===== src/rtl/axi4lite_master.sv =====
// AXI4-Lite initiator: one command/response transaction at a time onto AW/W/B/AR/R.
// Define AXIL_MST_ERRCNT_EN to add a saturating err_count of non-OKAY responses.
module axi4lite_master #(
    parameter int ADDR_WIDTH = 4,
    parameter int DATA_WIDTH = 32
) (
    input  logic                    aclk,
    input  logic                    rst,
    input  logic                    cmd_valid,
    output logic                    cmd_ready,
    input  logic                    cmd_write,
    input  logic [ADDR_WIDTH-1:0]   cmd_addr,
    input  logic [DATA_WIDTH-1:0]   cmd_wdata,
    input  logic [DATA_WIDTH/8-1:0] cmd_wstrb,
    output logic                    rsp_valid,
    input  logic                    rsp_ready,
    output logic                    rsp_write,
    output logic [DATA_WIDTH-1:0]   rsp_rdata,
    output logic [1:0]              rsp_resp,
    output logic [ADDR_WIDTH-1:0]   awaddr,
    output logic                    awvalid,
    input  logic                    awready,
    output logic [DATA_WIDTH-1:0]   wdata,
    output logic [DATA_WIDTH/8-1:0] wstrb,
    output logic                    wvalid,
    input  logic                    wready,
    input  logic [1:0]              bresp,
    input  logic                    bvalid,
    output logic                    bready,
    output logic [ADDR_WIDTH-1:0]   araddr,
    output logic                    arvalid,
    input  logic                    arready,
    input  logic [DATA_WIDTH-1:0]   rdata,
    input  logic [1:0]              rresp,
    input  logic                    rvalid,
    output logic                    rready
`ifdef AXIL_MST_ERRCNT_EN
    ,
    output logic [15:0]             err_count
`endif
);

    typedef enum logic [2:0] {IDLE, WR_REQ, WR_RESP, RD_REQ, RD_DATA, RSP} state_t;

    state_t                  state_q, state_d;
    logic                    cmd_ready_q, cmd_ready_d;
    logic                    awvalid_q, awvalid_d, wvalid_q, wvalid_d, bready_q, bready_d;
    logic                    arvalid_q, arvalid_d, rready_q, rready_d;
    logic                    rsp_valid_q, rsp_valid_d, rsp_write_q, rsp_write_d;
    logic [ADDR_WIDTH-1:0]   awaddr_q, awaddr_d, araddr_q, araddr_d;
    logic [DATA_WIDTH-1:0]   wdata_q, wdata_d, rsp_rdata_q, rsp_rdata_d;
    logic [DATA_WIDTH/8-1:0] wstrb_q, wstrb_d;
    logic [1:0]              rsp_resp_q, rsp_resp_d;
`ifdef AXIL_MST_ERRCNT_EN
    logic [15:0]             err_count_q, err_count_d;
`endif

    always_comb begin
        state_d     = state_q;
        cmd_ready_d = cmd_ready_q;
        awvalid_d   = awvalid_q;
        wvalid_d    = wvalid_q;
        bready_d    = bready_q;
        arvalid_d   = arvalid_q;
        rready_d    = rready_q;
        rsp_valid_d = rsp_valid_q;
        rsp_write_d = rsp_write_q;
        awaddr_d    = awaddr_q;
        araddr_d    = araddr_q;
        wdata_d     = wdata_q;
        wstrb_d     = wstrb_q;
        rsp_rdata_d = rsp_rdata_q;
        rsp_resp_d  = rsp_resp_q;
`ifdef AXIL_MST_ERRCNT_EN
        err_count_d = err_count_q;
`endif
        case (state_q)
            IDLE: begin
                cmd_ready_d = 1'b1;
                if (cmd_valid && cmd_ready_q) begin
                    cmd_ready_d = 1'b0;
                    if (cmd_write) begin
                        awaddr_d  = cmd_addr;
                        wdata_d   = cmd_wdata;
                        wstrb_d   = cmd_wstrb;
                        awvalid_d = 1'b1;
                        wvalid_d  = 1'b1;
                        state_d   = WR_REQ;
                    end else begin
                        araddr_d  = cmd_addr;
                        arvalid_d = 1'b1;
                        state_d   = RD_REQ;
                    end
                end
            end
            WR_REQ: begin
                // AW and W retire independently; B is only opened once both are done.
                if (awvalid_q && awready) awvalid_d = 1'b0;
                if (wvalid_q && wready)   wvalid_d  = 1'b0;
                if ((!awvalid_q || awready) && (!wvalid_q || wready)) begin
                    bready_d = 1'b1;
                    state_d  = WR_RESP;
                end
            end
            WR_RESP: begin
                if (bvalid && bready_q) begin
                    bready_d    = 1'b0;
                    rsp_resp_d  = bresp;
                    rsp_rdata_d = '0;
                    rsp_write_d = 1'b1;
                    rsp_valid_d = 1'b1;
                    state_d     = RSP;
`ifdef AXIL_MST_ERRCNT_EN
                    if (bresp != 2'b00 && err_count_q != 16'hFFFF) err_count_d = err_count_q + 16'd1;
`endif
                end
            end
            RD_REQ: begin
                if (arvalid_q && arready) begin
                    arvalid_d = 1'b0;
                    rready_d  = 1'b1;
                    state_d   = RD_DATA;
                end
            end
            RD_DATA: begin
                if (rvalid && rready_q) begin
                    rready_d    = 1'b0;
                    rsp_resp_d  = rresp;
                    rsp_rdata_d = rdata;
                    rsp_write_d = 1'b0;
                    rsp_valid_d = 1'b1;
                    state_d     = RSP;
`ifdef AXIL_MST_ERRCNT_EN
                    if (rresp != 2'b00 && err_count_q != 16'hFFFF) err_count_d = err_count_q + 16'd1;
`endif
                end
            end
            RSP: begin
                if (rsp_valid_q && rsp_ready) begin
                    rsp_valid_d = 1'b0;
                    cmd_ready_d = 1'b1;
                    state_d     = IDLE;
                end
            end
            default: state_d = IDLE;
        endcase
    end

    always_ff @(posedge aclk or posedge rst) begin
        if (rst) begin
            state_q     <= IDLE;
            cmd_ready_q <= 1'b0;
            awvalid_q   <= 1'b0;
            wvalid_q    <= 1'b0;
            bready_q    <= 1'b0;
            arvalid_q   <= 1'b0;
            rready_q    <= 1'b0;
            rsp_valid_q <= 1'b0;
            rsp_write_q <= 1'b0;
            awaddr_q    <= '0;
            araddr_q    <= '0;
            wdata_q     <= '0;
            wstrb_q     <= '0;
            rsp_rdata_q <= '0;
            rsp_resp_q  <= '0;
`ifdef AXIL_MST_ERRCNT_EN
            err_count_q <= '0;
`endif
        end else begin
            state_q     <= state_d;
            cmd_ready_q <= cmd_ready_d;
            awvalid_q   <= awvalid_d;
            wvalid_q    <= wvalid_d;
            bready_q    <= bready_d;
            arvalid_q   <= arvalid_d;
            rready_q    <= rready_d;
            rsp_valid_q <= rsp_valid_d;
            rsp_write_q <= rsp_write_d;
            awaddr_q    <= awaddr_d;
            araddr_q    <= araddr_d;
            wdata_q     <= wdata_d;
            wstrb_q     <= wstrb_d;
            rsp_rdata_q <= rsp_rdata_d;
            rsp_resp_q  <= rsp_resp_d;
`ifdef AXIL_MST_ERRCNT_EN
            err_count_q <= err_count_d;
`endif
        end
    end

    assign cmd_ready = cmd_ready_q;
    assign rsp_valid = rsp_valid_q;
    assign rsp_write = rsp_write_q;
    assign rsp_rdata = rsp_rdata_q;
    assign rsp_resp  = rsp_resp_q;
    assign awaddr    = awaddr_q;
    assign awvalid   = awvalid_q;
    assign wdata     = wdata_q;
    assign wstrb     = wstrb_q;
    assign wvalid    = wvalid_q;
    assign bready    = bready_q;
    assign araddr    = araddr_q;
    assign arvalid   = arvalid_q;
    assign rready    = rready_q;
`ifdef AXIL_MST_ERRCNT_EN
    assign err_count = err_count_q;
`endif

endmodule

===== config.mk =====
export PLATFORM = sky130hd
export DESIGN_NAME = axi4lite_master
export DESIGN_NICKNAME = d
export VERILOG_FILES = /design/src/rtl/axi4lite_master.sv
export SDC_FILE = /design/constraint.sdc
export NUM_CORES = 1
export LEC_CHECK = 0
export CORE_MARGIN = 5
export CORE_UTILIZATION = 40
export CTS_CLUSTER_DIAMETER = 80
export DETAILED_ROUTE_END_ITERATION = 10
export PLACE_DENSITY = 0.89
export SLEW_MARGIN = 20
export SYNTH_ARGS = -nofsm -noshare
export SYNTH_HDL_FRONTEND = slang
export SYNTH_SLANG_ARGS = --single-unit

===== constraint.sdc =====
create_clock -name aclk -period 3.1 [get_ports aclk]
set_input_delay 0.465 -clock aclk [delete_from_list [all_inputs] [get_ports aclk]]
set_output_delay 0.465 -clock aclk [all_outputs]
set_load 0.005 [all_outputs]

# Yosys cells after proc, flatten, opt, wreduce, memory -nomap -nowiden
# Index checks and enable logic that the tools add are counted.
totals:
  ff_bits: 89
  elab_cells: 100
op_classes:
  eq_ne: 15
  mux: 38
  bitwise: 1
  reduce_logical: 31
op_table:
  columns: ["op", "n"]
  rows:
  - ["32-bit two-way mux", 2]
  - ["32-bit one-hot mux with 2 select lines", 1]
  - ["2-bit != test (second input constant)", 10]
  - ["3-bit two-way mux", 6]
  - ["3-bit one-hot mux with 6 select lines", 1]
  - ["1-bit two-way mux", 16]
  - ["4-bit AND reduction", 4]
  - ["3-bit AND reduction", 5]
  - ["1-bit one-hot mux with 2 select lines", 7]
  - ["2-bit nonzero test", 6]
  - ["1-bit logical AND", 8]
  - ["3-bit by 2-bit == test with 1-bit output (second input constant)", 2]
  - ["3-bit == test (second input constant)", 2]
  - ["2-bit two-way mux", 3]
  - ["6-bit AND reduction", 1]
  - ["2-bit one-hot mux with 2 select lines", 1]
  - ["3-bit by 1-bit == test with 1-bit output (second input constant)", 1]
  - ["3-bit zero test", 1]
  - ["1-bit one-hot mux with 3 select lines", 1]
  - ["3-bit nonzero test", 1]
  - ["1-bit zero test", 2]
  - ["1-bit logical OR", 2]
  - ["2-bit AND reduction", 1]
  - ["1-bit NOT", 1]

# Longest topological paths before layout
depth:
  ltp_word: 5
  ltp_mapped: 7
  ltp_nobuf: 4

# Worst setup path before layout
# Ideal clock, no wire load.
synth_timing:
  kind: "input -> register"
  from: "in cmd_valid"
  to: "reg awaddr_q[0] (netlist: awaddr[0])"
  setup_time_ns: 0.125
  arrival_ns: 1.332
  required_time_ns: 2.975
  slack_ns: 1.643
  stages: 5
  path_buffers: 1
  cell_sequence: "nand2_1 nor4_4 nand2_1 buf_2 mux2_2"
synth_between:
  elab_chain_cells: 2
synth_lines:
  columns: ["item", "line", "rtl"]
  rows:
  - ["start, declared", "9", "input logic cmd_valid,"]
  - ["1-bit logical AND", "80", "if (cmd_valid && cmd_ready_q) begin"]
  - ["3-bit AND reduction (no line)", null, null]
  - ["end signal, assigned", "179", "awaddr_q <= awaddr_d;"]
  - ["end, declared", "50", "logic [ADDR_WIDTH-1:0] awaddr_q, awaddr_d, araddr_q, araddr_d;"]
# Every way passes these cells.
# A chain may end at the register's enable or synchronous reset.

# Worst setup path after layout
layout_timing:
  from: "reg state_q[0]"
  to: "reg wdata_q[9] (netlist: wdata[9])"
layout_between:
  elab_chain_cells: 2
layout_lines:
  columns: ["item", "line", "rtl"]
  rows:
  - ["start, declared", "45", "state_t state_q, state_d;"]
  - ["start signal, assigned", "170", "state_q <= state_d;"]
  - ["3-bit zero test", "77", "case (state_q)"]
  - ["3-bit AND reduction (no line)", null, null]
  - ["end signal, assigned", "181", "wdata_q <= wdata_d;"]
  - ["end, declared", "51", "logic [DATA_WIDTH-1:0] wdata_q, wdata_d, rsp_rdata_q, rsp_rdata_d;"]
# Every way passes these cells.

==> out/summary.json <==
{
  "floorplan.die_area": {"value": 10700, "unit": "um^2"},
  "yosys.area.top_type": {"value": "sky130_fd_sc_hd__dfrtp_1"},
  "fmaxAchievable": {"value": 0.526, "unit": "GHz"},
  "drive_gt1_share": {"value": 16.1, "unit": "%"},
  "synth-main-ff-cell": {"value": "sky130_fd_sc_hd__dfrtp_1"},
  "worst_path_dominant_cell_family": {"value": "flip-flops"},
  "core_region_area": {"value": 8640, "unit": "um^2"},
  "clock_insertion_delay_worst_skew": {"value": 0.35, "unit": "ns"},
  "die_w": {"value": 104, "unit": "um"},
  "min_to": {"value": "rsp_resp[0]"},
  "area_added_between_synthesis_and_finish": {"value": 56.9, "unit": "%"},
  "synth-seq-area-share": {"value": 63.7, "unit": "%"},
  "grt_max_degree": {"value": 53},
  "post_drt_wl_per_cell": {"value": 17.2, "unit": "um"},
  "post-route-period-util": {"value": 61.3, "unit": "%"},
  "synthesized_instance_count": {"value": 247},
  "tritoncts": {"value": "done"},
  "post_cts_buffers": {"value": 0},
  "cts_repair_resize_count": {"value": 0},
  "timing_max_transition_violations_final": {"value": 0},
  "htree_levels": {"value": 3},
  "max-vdd-ir-drop": {"value": 454, "unit": "uV"},
  "r2r-end": {"value": "wdata[9]"},
  "synth_top_area_share": {"value": 63.7, "unit": "%"},
  "initial_core_utilization": {"value": 40.5, "unit": "%"},
  "antenna_violations_before_repair": {"value": 1},
  "synth.ff_latch_count": {"value": 89},
  "leakage_power": {"value": 0.00241, "unit": "uW"},
  "r2r.worst_path.cells": {"value": 4},
  "min_delay_path_depth": {"value": 2},
  "crit_fanout": {"value": 38},
  "worst_slew_pin_slew": {"value": 0.655, "unit": "ns"},
  "ff2ff_setup_slack": {"value": 1.20, "unit": "ns"},
  "nets_final": {"value": 503},
  "routed-wl-met3": {"value": 904, "unit": "um"},
  "hold_buffers": {"value": 0},
  "critPathCaptureType": {"value": "register"},
  "totalNegativeSetupSlack": {"value": 0, "unit": "ns"},
  "die_height": {"value": 104, "unit": "um"},
  "tritoncts.num_buffers": {"value": 9},
  "post-route-worst-setup-slack": {"value": 1.20, "unit": "ns"},
  "numClockSinks": {"value": 89},
  "grt_remaining_overflow": {"value": 0},
  "power-per-cell-area": {"value": 788, "unit": "nW/um^2"},
  "setup_viol": {"value": 0},
  "outcome": {"value": "finished, final reports clean"},
  "cp_num_buf_inv": {"value": 1},
  "finalHoldViolations": {"value": 0},
  "fp-row-count": {"value": 34},
  "route.layer.met1.wl": {"value": 3.68, "unit": "mm"},
  "cp_slowest_cell": {"value": "sky130_fd_sc_hd__dfrtp_1"},
  "avgSynthCellArea": {"value": 14.2, "unit": "um^2"},
  "detail_route.first_pass.iterations": {"value": 4},
  "worst-endpoint-arrival": {"value": 2.12, "unit": "ns"},
  "synth_area_leaders": {"value": "sky130_fd_sc_hd__dfrtp_1 (64%), sky130_fd_sc_hd__mux2_2 (14%), sky130_fd_sc_hd__a22o_1 (8.3%)"},
  "finalClockSkew": {"value": 0.0147, "unit": "ns"},
  "num_vias": {"value": 2658},
  "fillers": {"value": 669},
  "synth.yosys.warnings": {"value": 0},
  "final_estimated_routing_congestion_in_global_placement": {"value": 0.832},
  "path_cells": {"value": "nor4_4 -> nand2_2 -> buf_4 -> mux2_2"},
  "synthArstFlopShare": {"value": 100, "unit": "%"},
  "first_iter_violations": {"value": 101},
  "crit_path_max_incr_delay": {"value": 0.66, "unit": "ns"},
  "r2r-start": {"value": "state_q[0]"},
  "routed-wl-met2": {"value": 4.39, "unit": "mm"},
  "worst_setup_path_start_kind": {"value": "register"},
  "finish.utilization": {"value": 63.6, "unit": "%"},
  "clk_root_buffer_cell": {"value": "sky130_fd_sc_hd__clkbuf_8"},
  "post_synth_instance_area": {"value": 3500, "unit": "um^2"},
  "dpl-instance-area": {"value": 5280, "unit": "um^2"},
  "max-clock-path-buffers": {"value": 2},
  "clk_transition_reported_paths": {"value": 0.09, "unit": "ns"},
  "kind_of_path_behind_the_tightest_hold_check": {"value": "reg2reg"},
  "ios": {"value": 172},
  "dp_worst_setup_slack": {"value": 0.744, "unit": "ns"},
  "multi_input_comb_area": {"value": 1150, "unit": "um^2"},
  "first_global_vias": {"value": 2812},
  "hp-start": {"value": "rsp_resp[0]"},
  "post_drt_via_cell_ratio": {"value": 5.01},
  "first_pass_grt_wire_length": {"value": 14.7, "unit": "mm"},
  "postRouteWirelength": {"value": 9.12, "unit": "mm"},
  "max-cap-violations": {"value": 0},
  "hpwl": {"value": 6.72, "unit": "mm"},
  "synth_enable_flop_cells": {"value": 0},
  "unrepaired_setup_endpoints_after_global_routing": {"value": "no"},
  "netlist_top_cells_count": {"value": "sky130_fd_sc_hd__dfrtp_1 (89), sky130_fd_sc_hd__mux2_2 (45), sky130_fd_sc_hd__a22o_1 (33), sky130_fd_sc_hd__nand2_1 (19)"},
  "register_area": {"value": 2230, "unit": "um^2"},
  "drtAntennaViolNets": {"value": 0},
  "yosys.cell_types.count": {"value": 26},
  "cp_data_required_time": {"value": 3.32, "unit": "ns"},
  "slew_headroom": {"value": 56.3, "unit": "%"},
  "finish.instance_area": {"value": 5490, "unit": "um^2"},
  "synth_nets": {"value": 333},
  "track_usage": {"value": 16.8, "unit": "%"},
  "drt_drc_violations_left": {"value": 0},
  "io_buffers": {"value": 171},
  "finalCriticalPeriod": {"value": 1.90, "unit": "ns"},
  "post-synth-top-count-cell": {"value": "sky130_fd_sc_hd__dfrtp_1"},
  "timing_worst_setup_path_type": {"value": "reg2reg"},
  "highest-signal-layer": {"value": "met4"}
}
==> per-stage QoR <==
step	cells	total power [uW]	hold WS (ns)
floorplan	247	2500	0.470
global placement	514	3480	0.469
detailed placement	514	3550	0.489
CTS	530	4380	0.509
global route	531	4590	0.520
finish	531	4320	0.504
==> power breakdown <==
group,switching [uW],internal [uW],total [uW]
combinational,531,1120,1650
clock,393,417,810
sequential,300,1570,1870
total,1220,3100,4320
==> worst min-delay path, cell delays in order (launching register included) <==
cell and delay, ns:
sky130_fd_sc_hd__dfrtp_1 0.36, sky130_fd_sc_hd__nand2_1 0.05, sky130_fd_sc_hd__o21ai_0 0.06
==> routing by layer <==
| metal | GRT usage [%] | vias to the layer above |
|---|---|---|
| met1 | 20.1 | 1296 |
| met5 | 0 | - |
| met3 | 7.71 | 10 |
| met4 | 5.62 | 0 |
| li1 | - | 1233 |
| met2 | 26.8 | 119 |
==> layout by cell type (no fill, tap or decap), drive strengths merged <==
master         Yosys  layout
buf               13       3
and3               1       1
nand3              1       1
diode              0       1
o211ai             1       1
clkinv             0       3
clkbuf             2      12
o21ai              6       6
bufinv             0       1
nand2             19      19
dfrtp             89      89
mux2i              2       2
mux2              45      45
a22oi              2       2
nor4b              1       1
a22o              33      33
nand4b             2       2
clkdlybuf4s50      0     171
inv                5       4
a21o               1       1
clkinvlp           0       1
nor2b              2       2
nor4               1       1
a21boi             1       1
o22ai              1       1
nor2               4       4
a21oi              8       8
nand2b             3       3
o22a               1       1
a31oi              3       3
==> flip-flops by register name, indices dropped and copies added, names as in the netlist <==
register / flops
rready: 1
rsp_write: 1
rsp_resp: 2
rsp_valid: 1
arvalid: 1
cmd_ready: 1
bready: 1
rsp_rdata: 32
wvalid: 1
wstrb: 4
state_q: 3
awaddr: 4
awvalid: 1
araddr: 4
wdata: 32
==> logic make-up (layout without fill, tap and decap cells) <==
logic type	Yosys count	in the layout	synth area share, %
flops	89	89	63.7
compound gates	57	57	12.3
mux	47	47	15.1
simple gates	34	34	5.47
buf+inv	20	195	3.51
other cells	0	1	0
==> area by class of cell <==
cell class	count	area share [%]
Tap cell	108	2.46
Sequential cell	89	40.6
Clock inverter	4	0.934
Multi-Input combinational cell	138	21.0
Timing Repair Buffer	174	31.8
Clock buffer	12	2.83
Antenna cell	1	0.0456
Inverter	5	0.365
==> how the worst max path moves through the flow <==
stage                     from     endpoint  slack (ns)  cells after the start
floorplan                  rst    araddr[0]        0.33                      1
global placement        bvalid  rsp_resp[1]        0.87                      4
detailed placement      rvalid  rsp_resp[1]        0.74                      4
CTS                 state_q[1]  rsp_resp[1]        0.97                      3
global route        state_q[0]     wdata[9]        1.09                      4
finish              state_q[0]     wdata[9]        1.20                      4
Note: power is estimated with default switching activity, not from simulation.
==> RTL change 1 (same settings) <==
Encoding of `state_t`: now one-hot (6 bits for 6 states).
--- a/src/rtl/axi4lite_master.sv
+++ b/src/rtl/axi4lite_master.sv
@@ -40,7 +40,7 @@
 `endif
 );
 
-    typedef enum logic [2:0] {IDLE, WR_REQ, WR_RESP, RD_REQ, RD_DATA, RSP} state_t;
+    typedef enum logic [5:0] {IDLE = 6'b000001, WR_REQ = 6'b000010, WR_RESP = 6'b000100, RD_REQ = 6'b001000, RD_DATA = 6'b010000, RSP = 6'b100000} state_t;
 
     state_t                  state_q, state_d;
     logic                    cmd_ready_q, cmd_ready_d;
Behaviour: no difference found for any inputs over 10 cycles, from zero or initial values and one cycle with rst high; not proved beyond that.
==> RTL change 1 against the original RTL <==
  * Critical path depth increased by 1
  * Largest cell class unchanged
  * Fmax down 19%
  * Routed wire length is 0.78% higher
  * Synthesized area up 3.3%
  * Total power up 12%
  * Critical path type unchanged
  * Utilization rose by 0.37 points
  * Highest routed layer unchanged
  * Sequential cell count increased by 3
  * Cell area grew 2.1%
  * Worst setup slack worse by 0.45 ns
==> RTL change 1: results (changes against the original RTL) <==
| Metric | Value |
|---|---|
| Status | finished, final reports clean |
| R2r startpoint | state_q[2] |
| Sequential cell area fraction in the yosys report | 63.7% (+0.084 points) |
| CP top delay family | simple AND/OR/NAND/NOR gates |
| Clk_skew | 0.0138 ns (-0.000816 ns) |
| Largest net degree at the start of global routing | 43 (-19%) |
| Worst slew margin | 54.7% (-1.6 points) |
| Flop-to-flop setup slack | 0.75 ns (-0.45 ns) |
| Mapped Area | 0.00361 mm2 (+3.3%) |
| Met3 GRT Util | 6.10% (-1.6 points) |
| Commonest cells in the synthesized netlist | 91 x dfrtp_1, 37 x mux2_1, 33 x a22o_1 |
| Routed wl met3 | 813 um (-10%) |
| Metal2 WL | 4.31 mm (-1.8%) |
| Met2 GRT Util | 27.1% (+0.34 points) |
| Nets | 507 (+0.80%) |
| Met1 Use GR | 21.6% (+1.4 points) |
| Via-to-Cell Ratio | 5.02 (+0.30%) |
| Tot GR Track Use | 16.9% (+0.14 points) |
| Area after DPL | 0.00543 mm2 (+2.8%) |
| Synth Net Count | 332 (-0.30%) |
| Initial antenna violation count | 0 (-1) |
| Initial DRC Count | 132 (+31%) |
| Hold/Removal Path Class | input port to asynchronous set/reset pin |
| Static leakage | 0.00241 uW (+0.18%) |
| Cells on worst reg2reg path | 5 (+1) |
| Top cells by area, synth | dfrtp_1 63%, mux2_1 12%, a22o_1 8.0%, mux2_2 3.4%, nor4_4 1.2% |
| Fmax | 426 MHz (-19%) |
| Worst reg2reg endpoint | wdata[7] |
| Layout cells sized above 1 | 8.92% (-7.2 points) |
| Post-Route M1 WL | 3.90 mm (+5.8%) |
| Vias in the first global route | 2,956 (+5.1%) |
| Maximum vdd drop | 405 uV (-11%) |
[RTL change 1: changes by cell type after synthesis, moves of 3 or more]
cell	change
nand2_1	-9
nand3b_1	+3
a31oi_1	-3
mux2_1	+37
mux2_2	-34
a21oi_1	-7
[RTL change 1: report_power, final]
part / switching (uW) / internal (uW)
sequential: 329 / 1740
clock: 405 / 315
combinational: 666 / 1400
[RTL change 1: cells by family (layout without fill, tap and decap cells)]
logic type	Yosys count	count (layout)	synth area share [%]
flops	92	92	63.7
compound gates	50	50	11.1
mux	49	49	15.2
simple gates	37	37	7.17
buf+inv	18	198	2.70
[RTL change 1: how the worst max path moves through the flow]
stage                          start     endpoint  slack, ns  cells after the start
after floorplan                  rst    araddr[0]       0.24                      1
after global placement        rvalid  rsp_resp[0]       0.82                      6
after detailed placement  state_q[2]    wdata[30]       0.75                      5
after CTS                 state_q[3]    wdata[30]       0.73                      5
after global routing      state_q[3]    wdata[30]       0.60                      5
final                     state_q[2]     wdata[7]       0.75                      5
[RTL change 1: cell type report]
cell class | instances | area (um2) | share of cell area (%)
flip-flops and latches | 92 | 2300 | 41.1
repair buffers | 176 | 1750 | 31.2
multi-input cells | 136 | 1210 | 21.7
clock buffers | 11 | 141 | 2.52
well taps | 108 | 135 | 2.41
clock inverters | 5 | 36.3 | 0.647
inverters | 6 | 23.8 | 0.424
[RTL change 1: stage by stage]
stage	setup slack (ns)	total power [uW]	hold WS (ns)	instances	utilization [%]
5_1_grt	0.604	5180	0.510	534	63.9
3_3_place_gp	0.819	4100	0.473	518	61.9
4_1_cts	0.731	4930	0.500	534	63.9
3_5_place_dp	0.749	4190	0.481	518	61.9
6_report	0.751	4850	0.495	534	63.9
2_1_floorplan	0.245	2840	0.484	246	-
==> RTL change 2 (config.mk and constraints unchanged) <==
Without the edit above. `DATA_WIDTH`: 32 -> 48.
--- a/src/rtl/axi4lite_master.sv
+++ b/src/rtl/axi4lite_master.sv
@@ -2,7 +2,7 @@
 // Define AXIL_MST_ERRCNT_EN to add a saturating err_count of non-OKAY responses.
 module axi4lite_master #(
     parameter int ADDR_WIDTH = 4,
-    parameter int DATA_WIDTH = 32
+    parameter int DATA_WIDTH = 48
 ) (
     input  logic                    aclk,
     input  logic                    rst,
Ports: changed (6 resized); port bits go from 172 to 240. The function was not compared with the original's and may differ.
==> RTL change 2 against the original RTL <==
  * First-iteration DRC count increased by 110%
  * Critical path depth unchanged
  * Fmax shrank 9.3%
  * Utilization rose by 4.4 points
  * Via count increased by 37%
  * Sequential cell count grew 34
  * Worst setup slack got worse by 0.20 ns
  * Cell area grew 42%
  * Total power grew 53%
  * Synthesized cell count grew 30%
  * Synthesized area up 35%
  * Routed wire length rose by 51%
  * Sequential power is 36% higher
  * Largest power group unchanged
==> RTL change 2: results (changes against the original RTL) <==
| Metric | Value |
|---|---|
| CTS buffer count | 17 (+8) |
| Synth Net Count | 441 (+32%) |
| Crit path DAT | 2.37 ns (+0.25 ns) |
| Post-Route M1 WL | 5.21 mm (+41%) |
| Tot GR Track Use | 19.5% (+2.7 points) |
| Worst slew margin | 51.2% (-5.1 points) |
| Static leakage | 0.00344 uW (+43%) |
| Fill cells | 791 (+18%) |
| Initial antenna violation count | 0 (-1) |
| Hold/Removal Path Class | input port to asynchronous set/reset pin |
| Combinational share of power | 31.7% (-6.4 points) |
| Clock-net power | 1960 uW (+140%) |
| Final wirelength | 13.7 mm (+51%) |
| Vias in the first global route | 4,021 (+43%) |
| Initial DRC Count | 209 (+110%) |
| Max stage delay on crit path | 0.53 ns (-0.13 ns) |
| H-tree depth | 4 (+1) |
| Met2 GRT Util | 34.0% (+7.2 points) |
| Area after DPL | 0.00721 mm2 (+37%) |
| Status | finished, final reports clean |
| Cell count after synthesis | 321 (+30%) |
| Netlist cell types | 29 (+12%) |
| Final worst slack | 1.00 ns (-0.195 ns) |
| Worst slack, placed | 0.699 ns (-0.0452 ns) |
| Met1 Use GR | 21.9% (+1.7 points) |
| Pwr/cell area | 846 mW/mm2 (+7.4%) |
| Nets | 684 (+36%) |
| Largest net degree at the start of global routing | 60 (+13%) |
| Top cells by area, synth | dfrtp_1 65%, mux2_1 15%, a22o_1 9.1%, nand2_1 1.5%, buf_6 1.4% |
| First-pass GRT wire length | 21.6 mm (+47%) |
| Antenna cell count | 0 (-1) |
| CP top delay family | simple AND/OR/NAND/NOR gates |
| Clk_skew | 0.00795 ns (-0.00670 ns) |
| Final std cells w/o fill | 719 (+35%) |
## RTL change 2: area by class of cell
type                       instances  area, um2  share of cell area, %
sequential                       123       3080                   39.5
timing repair buffer             245       2450                   31.4
multi-input combinational        172       1490                   19.0
clock buffer                      22        464                   5.95
tap                              143        179                   2.29
clock inverter                     9        120                   1.54
inverter                           5       22.5                  0.289
## RTL change 2: path summary, 6_finish.rpt
kind,start,to,cells after the start
worst min register to register,wdata[16],wdata[16],1
worst min-delay path,rst,wstrb[5],2
max in group asynchronous,rst,rsp_rdata[8],3
worst max register to register,state_q[0],wdata[40],4
min in group aclk,wdata[16],wdata[16],1
worst max-delay path,state_q[0],wdata[40],4
## RTL change 2: kinds of logic (layout without fill, tap and decap cells)
family	after synthesis	in the layout	share of synthesized area (%)
AO/OA/AOI/OAI	73	73	12.1
buffers and inverters	26	281	3.32
flip-flops	123	123	65.4
multiplexers	65	65	15.5
AND/OR/NAND/NOR	34	34	3.69
